`config.mk`:
```
export PLATFORM = sky130hd
export DESIGN_NAME = lcd_bus_scheduler
export DESIGN_NICKNAME = d
export VERILOG_FILES = /design/src/rtl/lcd_defs.sv /design/src/rtl/lcd_bus_scheduler.sv
export SDC_FILE = /design/constraint.sdc
export NUM_CORES = 1
export LEC_CHECK = 0
export CORE_ASPECT_RATIO = 1.25
export CORE_MARGIN = 4
export CORE_UTILIZATION = 23
export DETAILED_ROUTE_END_ITERATION = 8
export HOLD_SLACK_MARGIN = 0.08
export REMOVE_ABC_BUFFERS = 1
export SKIP_CTS_REPAIR_TIMING = 1
export SLEW_MARGIN = 20
export SYNTH_ARGS = -nofsm -noshare
export SYNTH_HDL_FRONTEND = slang
export SYNTH_SLANG_ARGS = --single-unit
```
`constraint.sdc`:
```
create_clock -name CLK -period 1.7 [get_ports CLK]
set_input_delay 0.34 -clock CLK [delete_from_list [all_inputs] [get_ports CLK]]
set_output_delay 0.34 -clock CLK [all_outputs]
set_load 0.01 [all_outputs]
```
`src/rtl/lcd_defs.sv`:
```
// Shared LCD bus definitions: controller command bytes, the idle bus word,
// and the scheduler state encoding.
package lcd_defs;

    localparam logic [7:0] CMD_FUNC_SET   = 8'h38;
    localparam logic [7:0] CMD_DISP_ON    = 8'h0C;
    localparam logic [7:0] CMD_ENTRY_MODE = 8'h06;
    localparam logic [7:0] CMD_CLEAR      = 8'h01;
    localparam logic [7:0] CMD_LINE1      = 8'h80;
    localparam logic [7:0] CMD_LINE2      = 8'hC0;

    typedef struct packed {
        logic       rw;
        logic       rs;
        logic [7:0] data;
    } lcd_word_t;

    localparam lcd_word_t IDLE_WORD = '{rw: 1'b1, rs: 1'b1, data: 8'h02};

    typedef enum logic [2:0] {
        ST_INIT     = 3'd0,
        ST_INIT_GAP = 3'd1,
        ST_CLEAR    = 3'd2,
        ST_CLR_GAP  = 3'd3,
        ST_PASS     = 3'd4,
        ST_NONE     = 3'd5
    } lcd_state_t;

    // Power-up command sequence, one byte per init step.
    function automatic logic [7:0] init_cmd(input logic [1:0] step);
        logic [7:0] cmd;
        case (step)
            2'd0:    cmd = CMD_FUNC_SET;
            2'd1:    cmd = CMD_DISP_ON;
            2'd2:    cmd = CMD_ENTRY_MODE;
            2'd3:    cmd = CMD_CLEAR;
            default: cmd = CMD_CLEAR;
        endcase
        return cmd;
    endfunction

    function automatic lcd_word_t cmd_word(input logic [7:0] cmd);
        return '{rw: 1'b0, rs: 1'b0, data: cmd};
    endfunction

    function automatic logic [3:0] onehot4(input logic [1:0] sel);
        return 4'b0001 << sel;
    endfunction

    function automatic logic is_busy(input lcd_state_t st);
        return (st == ST_INIT) || (st == ST_INIT_GAP) ||
               (st == ST_CLEAR) || (st == ST_CLR_GAP);
    endfunction

endpackage

```
`src/rtl/lcd_bus_scheduler.sv`:
```
// Shares one character-LCD bus among four requesters: runs the controller
// init sequence, then passes the MODE-selected requester through, clearing the
// display whenever MODE changes.
module lcd_bus_scheduler
    import lcd_defs::*;
#(
    parameter int INIT_WAIT = 4,
    parameter int CLR_WAIT  = 2
) (
    input  logic        CLK,
    input  logic        RESET,
    input  logic [3:0]  MODE,
    input  logic [3:0]  RW_IN,
    input  logic [3:0]  RS_IN,
    input  logic [31:0] DATA_IN,
    output logic        LCD_E,
    output logic        LCD_RW,
    output logic        LCD_RS,
    output logic [7:0]  LCD_DATA,
    output logic [3:0]  GRANT,
    output logic        BUSY
);

    // The gap counter runs from WAIT-1 down to 0, so it never needs to hold WAIT itself.
    localparam int GAP_MAX = (INIT_WAIT > CLR_WAIT) ? INIT_WAIT : CLR_WAIT;
    localparam int GAP_W   = (GAP_MAX < 2) ? 1 : $clog2(GAP_MAX);
    localparam logic [GAP_W-1:0] INIT_LOAD = GAP_W'(INIT_WAIT - 1);
    localparam logic [GAP_W-1:0] CLR_LOAD  = GAP_W'(CLR_WAIT - 1);

    lcd_state_t       state_r, state_s;
    logic [1:0]       step_r, step_s;
    logic [GAP_W-1:0] gap_r, gap_s;
    logic [3:0]       prev_mode_r;
    lcd_word_t        word_r, word_s;
    logic             e_r;
    logic [3:0]       grant_r, grant_s;
    logic             busy_r;

    logic [1:0]       sel_s;
    logic             mode_valid_s;
    logic             mode_chg_s;
    lcd_word_t        req_word_s;

    assign sel_s        = MODE[1:0];
    assign mode_valid_s = (MODE[3:2] == 2'b00);
    assign mode_chg_s   = (MODE != prev_mode_r);

    // 4:1 requester select; unselected bytes never reach the output path.
    always_comb begin
        req_word_s.rw   = RW_IN[sel_s];
        req_word_s.rs   = RS_IN[sel_s];
        req_word_s.data = DATA_IN[{sel_s, 3'b000} +: 8];
    end

    // Next-state, counters and the bus word to register on the next edge.
    always_comb begin
        state_s = state_r;
        step_s  = step_r;
        gap_s   = gap_r;
        word_s  = IDLE_WORD;
        grant_s = 4'b0000;
        case (state_r)
            ST_INIT: begin
                word_s  = cmd_word(init_cmd(step_r));
                state_s = ST_INIT_GAP;
                gap_s   = INIT_LOAD;
            end
            ST_INIT_GAP: begin
                if (gap_r != {GAP_W{1'b0}}) begin
                    gap_s = gap_r - GAP_W'(1);
                end else if (step_r == 2'd3) begin
                    step_s  = 2'd0;
                    state_s = mode_valid_s ? ST_PASS : ST_NONE;
                end else begin
                    step_s  = step_r + 2'd1;
                    state_s = ST_INIT;
                end
            end
            ST_CLEAR: begin
                word_s  = cmd_word(CMD_CLEAR);
                state_s = ST_CLR_GAP;
                gap_s   = CLR_LOAD;
            end
            ST_CLR_GAP: begin
                // A further MODE change restarts the full clear gap.
                if (mode_chg_s) begin
                    gap_s = CLR_LOAD;
                end else if (gap_r != {GAP_W{1'b0}}) begin
                    gap_s = gap_r - GAP_W'(1);
                end else begin
                    state_s = mode_valid_s ? ST_PASS : ST_NONE;
                end
            end
            ST_PASS: begin
                if (mode_chg_s) begin
                    state_s = ST_CLEAR;
                end else begin
                    word_s  = req_word_s;
                    grant_s = onehot4(sel_s);
                end
            end
            ST_NONE: begin
                if (mode_chg_s) begin
                    state_s = ST_CLEAR;
                end else begin
                    state_s = ST_NONE;
                end
            end
            default: begin
                state_s = ST_INIT;
                step_s  = 2'd0;
                gap_s   = {GAP_W{1'b0}};
            end
        endcase
    end

    // FSM state, init step, gap counter and MODE history.
    always_ff @(posedge CLK or negedge RESET) begin
        if (!RESET) begin
            state_r     <= ST_INIT;
            step_r      <= 2'd0;
            gap_r       <= {GAP_W{1'b0}};
            prev_mode_r <= 4'd0;
        end else begin
            state_r     <= state_s;
            step_r      <= step_s;
            gap_r       <= gap_s;
            prev_mode_r <= MODE;
        end
    end

    // Registered bus outputs; BUSY describes the state that produced the word.
    always_ff @(posedge CLK or negedge RESET) begin
        if (!RESET) begin
            word_r  <= IDLE_WORD;
            e_r     <= 1'b0;
            grant_r <= 4'b0000;
            busy_r  <= 1'b1;
        end else begin
            word_r  <= word_s;
            e_r     <= ~word_s.rw;
            grant_r <= grant_s;
            busy_r  <= is_busy(state_r);
        end
    end

    assign LCD_RW   = word_r.rw;
    assign LCD_RS   = word_r.rs;
    assign LCD_DATA = word_r.data;
    assign LCD_E    = e_r;
    assign GRANT    = grant_r;
    assign BUSY     = busy_r;

endmodule

```
== Word-level counts from Yosys, hierarchy flattened ==
Cells that the tools add are included.
Widths: inputs -> output; s select.

* Reduce and logical (&&, ||, !) cells: 11
* Shift-type cells: 2
* Multiplexer cells: 23
* Add/subtract/negate cells: 2
* Bitwise operators: 2
* Order comparisons: 1
* Eq/ne operators: 13

{| class="wikitable"
|+ Operators with widths
! operator !! number
|-
| $pmux 8 s4 || 1
|-
| $shiftx 32x6->8 || 1
|-
| $pmux 10 s3 || 1
|-
| $mux 3 || 6
|-
| $pmux 3 s6 || 1
|-
| $mux 10 || 1
|-
| $pmux 2 s5 || 1
|-
| $mux 2 || 4
|-
| $mux 4 || 2
|-
| $ne 2x2->1 const B || 4
|-
| $eq 3x2->1 const B || 2
|-
| $eq 3x3->1 const B || 2
|-
| $reduce_or 5->1 || 1
|-
| $bmux 1 s2 || 2
|-
| $eq 2x2->1 const B || 2
|-
| $logic_not 2->1 || 2
|-
| $ne 4x4->1 || 1
|-
| $pmux 2 s2 || 1
|-
| $reduce_and 4->1 || 1
|-
| $shl 1x2->4 const A || 1
|-
| $eq 3x1->1 const B || 1
|-
| $logic_not 3->1 || 1
|-
| $logic_or 1x1->1 || 3
|-
| $lt 2x3->1 const B || 1
|-
| 8 further kinds || 11
|}

* Output and inout bits: 16
* Input bits: 46
* Word-level logic and storage cells: 64
* Register bits after elaboration: 27

== Depth between registers and ports, before layout ==
* Word-level depth: 5
* Depth in mapped cells: 6
* Mapped depth without buffers: 5

== Worst setup path before layout ==
Ideal clock, no wire load.

* Path type: input -> register
* Start: input port MODE[0]
* End: register word_r, in the netlist LCD_DATA[3]
* Setup time: 0.123 ns
* Path buffers: 2
* Required time: 1.577 ns
* Path slack: 0.146 ns
* Cell stages on the path: 5
* Data arrival time: 1.431 ns
* Cell sequence: buf_4 buf_2 mux4_2 a21oi_1 nor2_1

{| class="wikitable"
|+ RTL lines
! element !! line !! RTL
|-
| start: declaration || lcd_bus_scheduler.sv:12 || <nowiki>input logic [3:0] MODE,</nowiki>
|-
| end signal: assignment || lcd_bus_scheduler.sv:140 || <nowiki>word_r <= word_s;</nowiki>
|-
| end: declaration || lcd_bus_scheduler.sv:34 || <nowiki>lcd_word_t word_r, word_s;</nowiki>
|}

== Final worst setup path ==
* Start: register word_r, in the netlist LCD_RW
* End: output port LCD_RW

{| class="wikitable"
|+ RTL lines
! element !! line !! RTL
|-
| end: declaration || lcd_bus_scheduler.sv:17 || <nowiki>output logic LCD_RW,</nowiki>
|}

No word-level cell between the ends.

==> impl_metrics.ini <==
[worst_setup_path]
crit_path_start_kind = flop
cp_slowest_stage_delay_ns = 0.53
path_buf_inv = 1
timing.rr.start = prev_mode_r[3]
rrSetupSlack_ns = 0.14
critical_path_class = reg2out
cp-end-kind = output port
slowest_stage = dfstp_2
arrival_ns = 1.33
crit_fanout = 1
crit_required_ns = 1.36
crit_start = LCD_RW
crit_chain = clkdlybuf4s50_1
critPathTopFamily = flip-flops

[floorplanning]
core_sq_um = 5860
dieArea_sq_um = 7440
start_util_pct = 24.0
die_x_um = 77.9
chipHeight_um = 95.4
io_pins = 62
rows = 31

[cts]
ctsRootBufferMaster = clkbuf_8
cts_buffers = 3
clock_latency_ns = 0.28
cts_htree_levels = 1
clock-sinks = 27
path_clk_slew_ns = 0.09
cts_tree = built
cts.path.max_buffers = 2

[global_routing]
antenna_found_initial = 0
grt_pass1_vias = 1273
grt_pass1_wl_um = 6170
overflow = 0
grt_max_degree = 28
grt.total_usage_pct = 10.9

[drt]
postRouteAntennaNets = 0
first_iter_violations = 22
viasPerCell = 4.35
drc = 0
vias = 1171
wirelength_um = 3900
wl_per_cell_um = 14.5
drt-pass1-iter-count = 4

[logic_synthesis]
synth_area_leaders = dfrtp_1 (41%), mux4_2 (16%), dfstp_2 (7.5%)
synth_enable_flop_cells = 0
synth.cell_area_sq_um = 1410
synth_top_area_share_pct = 40.9
synth_area_leader_cell = dfrtp_1
synth_seq_cells = 27
yosysUniqueCellTypes = 35
ys_warn_count = 0
synth-seq-area-share_pct = 48.4
synth_ff_type = dfrtp_1
netlist_instances = 115
synthArstFlopShare_pct = 100
postSynthAreaPerCell_sq_um = 12.2

[power_and_ir_drop]
power.density_nw_per_um2 = 973
fin_total_pwr_mw = 2.20
p_leak_nw = 0.933
ir_drop_uv = 335

[sta]
hold_viol_final = 0
min_period_ns = 1.67
relSlewSlack_pct = 69.6
skew_ns = 0.00238
fmax_mhz = 599
finalCritPeriodShare_pct = 98.2
tightest_slew_ns = 0.456
setup_viol = 0
drv_slew = 0
rsz0062_at_grt = no

[final_layout]
nFillCells = 591
drive_above_1_share_pct = 19.3
area_growth_syn_to_layout_pct = 61.0
nets = 238
fin_util_pct = 38.7
antenna_cells = 0

[hold_path]
hold_path_class = in2reg
hp-start = MODE[3]

[run_status]
status = completed

[placement]
port_buffers = 61
globalplace.congestion = 0.758
hpwlAfterDp_um = 3070

[flow_run]
cap_violations = 0
## sequential cells by signal, indices dropped and copies added (netlist names)
register     count
BUSY             1
GRANT            4
LCD_DATA         8
LCD_E            1
LCD_RS           1
LCD_RW           1
gap_r            2
prev_mode_r      4
state_r          3
step_r           2
## logic make-up (layout without fill, tap and decap cells)
logic type,count (synthesis),count (layout),share of synthesized area [%]
compound gates,27,27,13.1
flops,27,27,48.4
simple gates,27,27,11.1
buf+inv,15,87,4.63
mux,11,11,16.7
fa+ha+maj,4,4,3.56
xor+xnor,4,4,2.49
## cell usage in the layout, fill, tap and decap left out, types with 2 or more instances in the layout
master           count
a21oi_1              4
a22oi_1              2
a31oi_1              3
buf_4               14
clkbuf_8             3
clkdlybuf4s50_1     55
dfrtp_1             23
dfstp_2              4
dlymetal6s2s_1       6
ha_1                 4
inv_1                7
mux4_2              10
nand2_1              5
nand3_1              2
nor2_1               4
nor2b_1              4
nor3_1               6
o21ai_1              4
o22a_1               2
o22ai_1              2
o32ai_1              3
xor2_1               3
## synth_stat cells, types with 3 or more instances
cell type	instances
a21oi_1	4
a31oi_1	3
clkbuf_1	5
dfrtp_1	23
dfstp_2	4
ha_1	4
inv_1	7
mux4_2	10
nand2_1	5
nor2_1	4
nor2b_1	4
nor3_1	6
o21ai_1	4
o32ai_1	3
xor2_1	4
## path summary, 6_finish.rpt
check / end / cells past startpoint
min in group asynchronous: GRANT[1] / 2
max in group asynchronous: LCD_DATA[1] / 2
worst max register to register: state_r[0] / 5
worst min register to register: gap_r[0] / 2
worst min-delay path: prev_mode_r[3] / 2
worst max-delay path: LCD_RW / 1
## cell type report
cell class	instances	area [sq um]	area share [%]
inverters	7	26.3	1.16
clock buffers	4	45.0	1.99
flip-flops and latches	27	681	30.1
repair buffers	76	742	32.8
multi-input cells	73	668	29.5
well taps	82	103	4.53
## where the power goes
part | total (mW) | internal [mW] | switching (mW)
Sequential | 0.936 | 0.793 | 0.142
Clock | 0.373 | 0.169 | 0.205
Combinational | 0.894 | 0.495 | 0.400
## routing by layer
metal | share of wire [%] | routed length (um) | up-vias | GRT usage (%)
met5 | 0 | 0 | - | 0
met4 | 1.6 | 62 | 0 | 4.37
met3 | 6.1 | 237 | 5 | 2.84
met2 | 48 | 1870 | 37 | 18.6
met1 | 45 | 1740 | 562 | 13.2
li1 | - | - | 567 | -
## through the flow
stage	instance area [sq um]	setup WS (ns)	setup TNS (ns)	cells	hold WS [ns]
after floorplan	1370	0.131	0	107	0.0444
after global placement	2190	-0.290	-3.96	264	0.580
after detailed placement	2190	-0.289	-4.23	264	0.600
after CTS	2230	-0.00846	-0.00975	268	0.449
after global routing	2260	0.000689	0	269	0.369
final	2260	0.0308	0	269	0.373
Power figures use the tool's default switching activity.
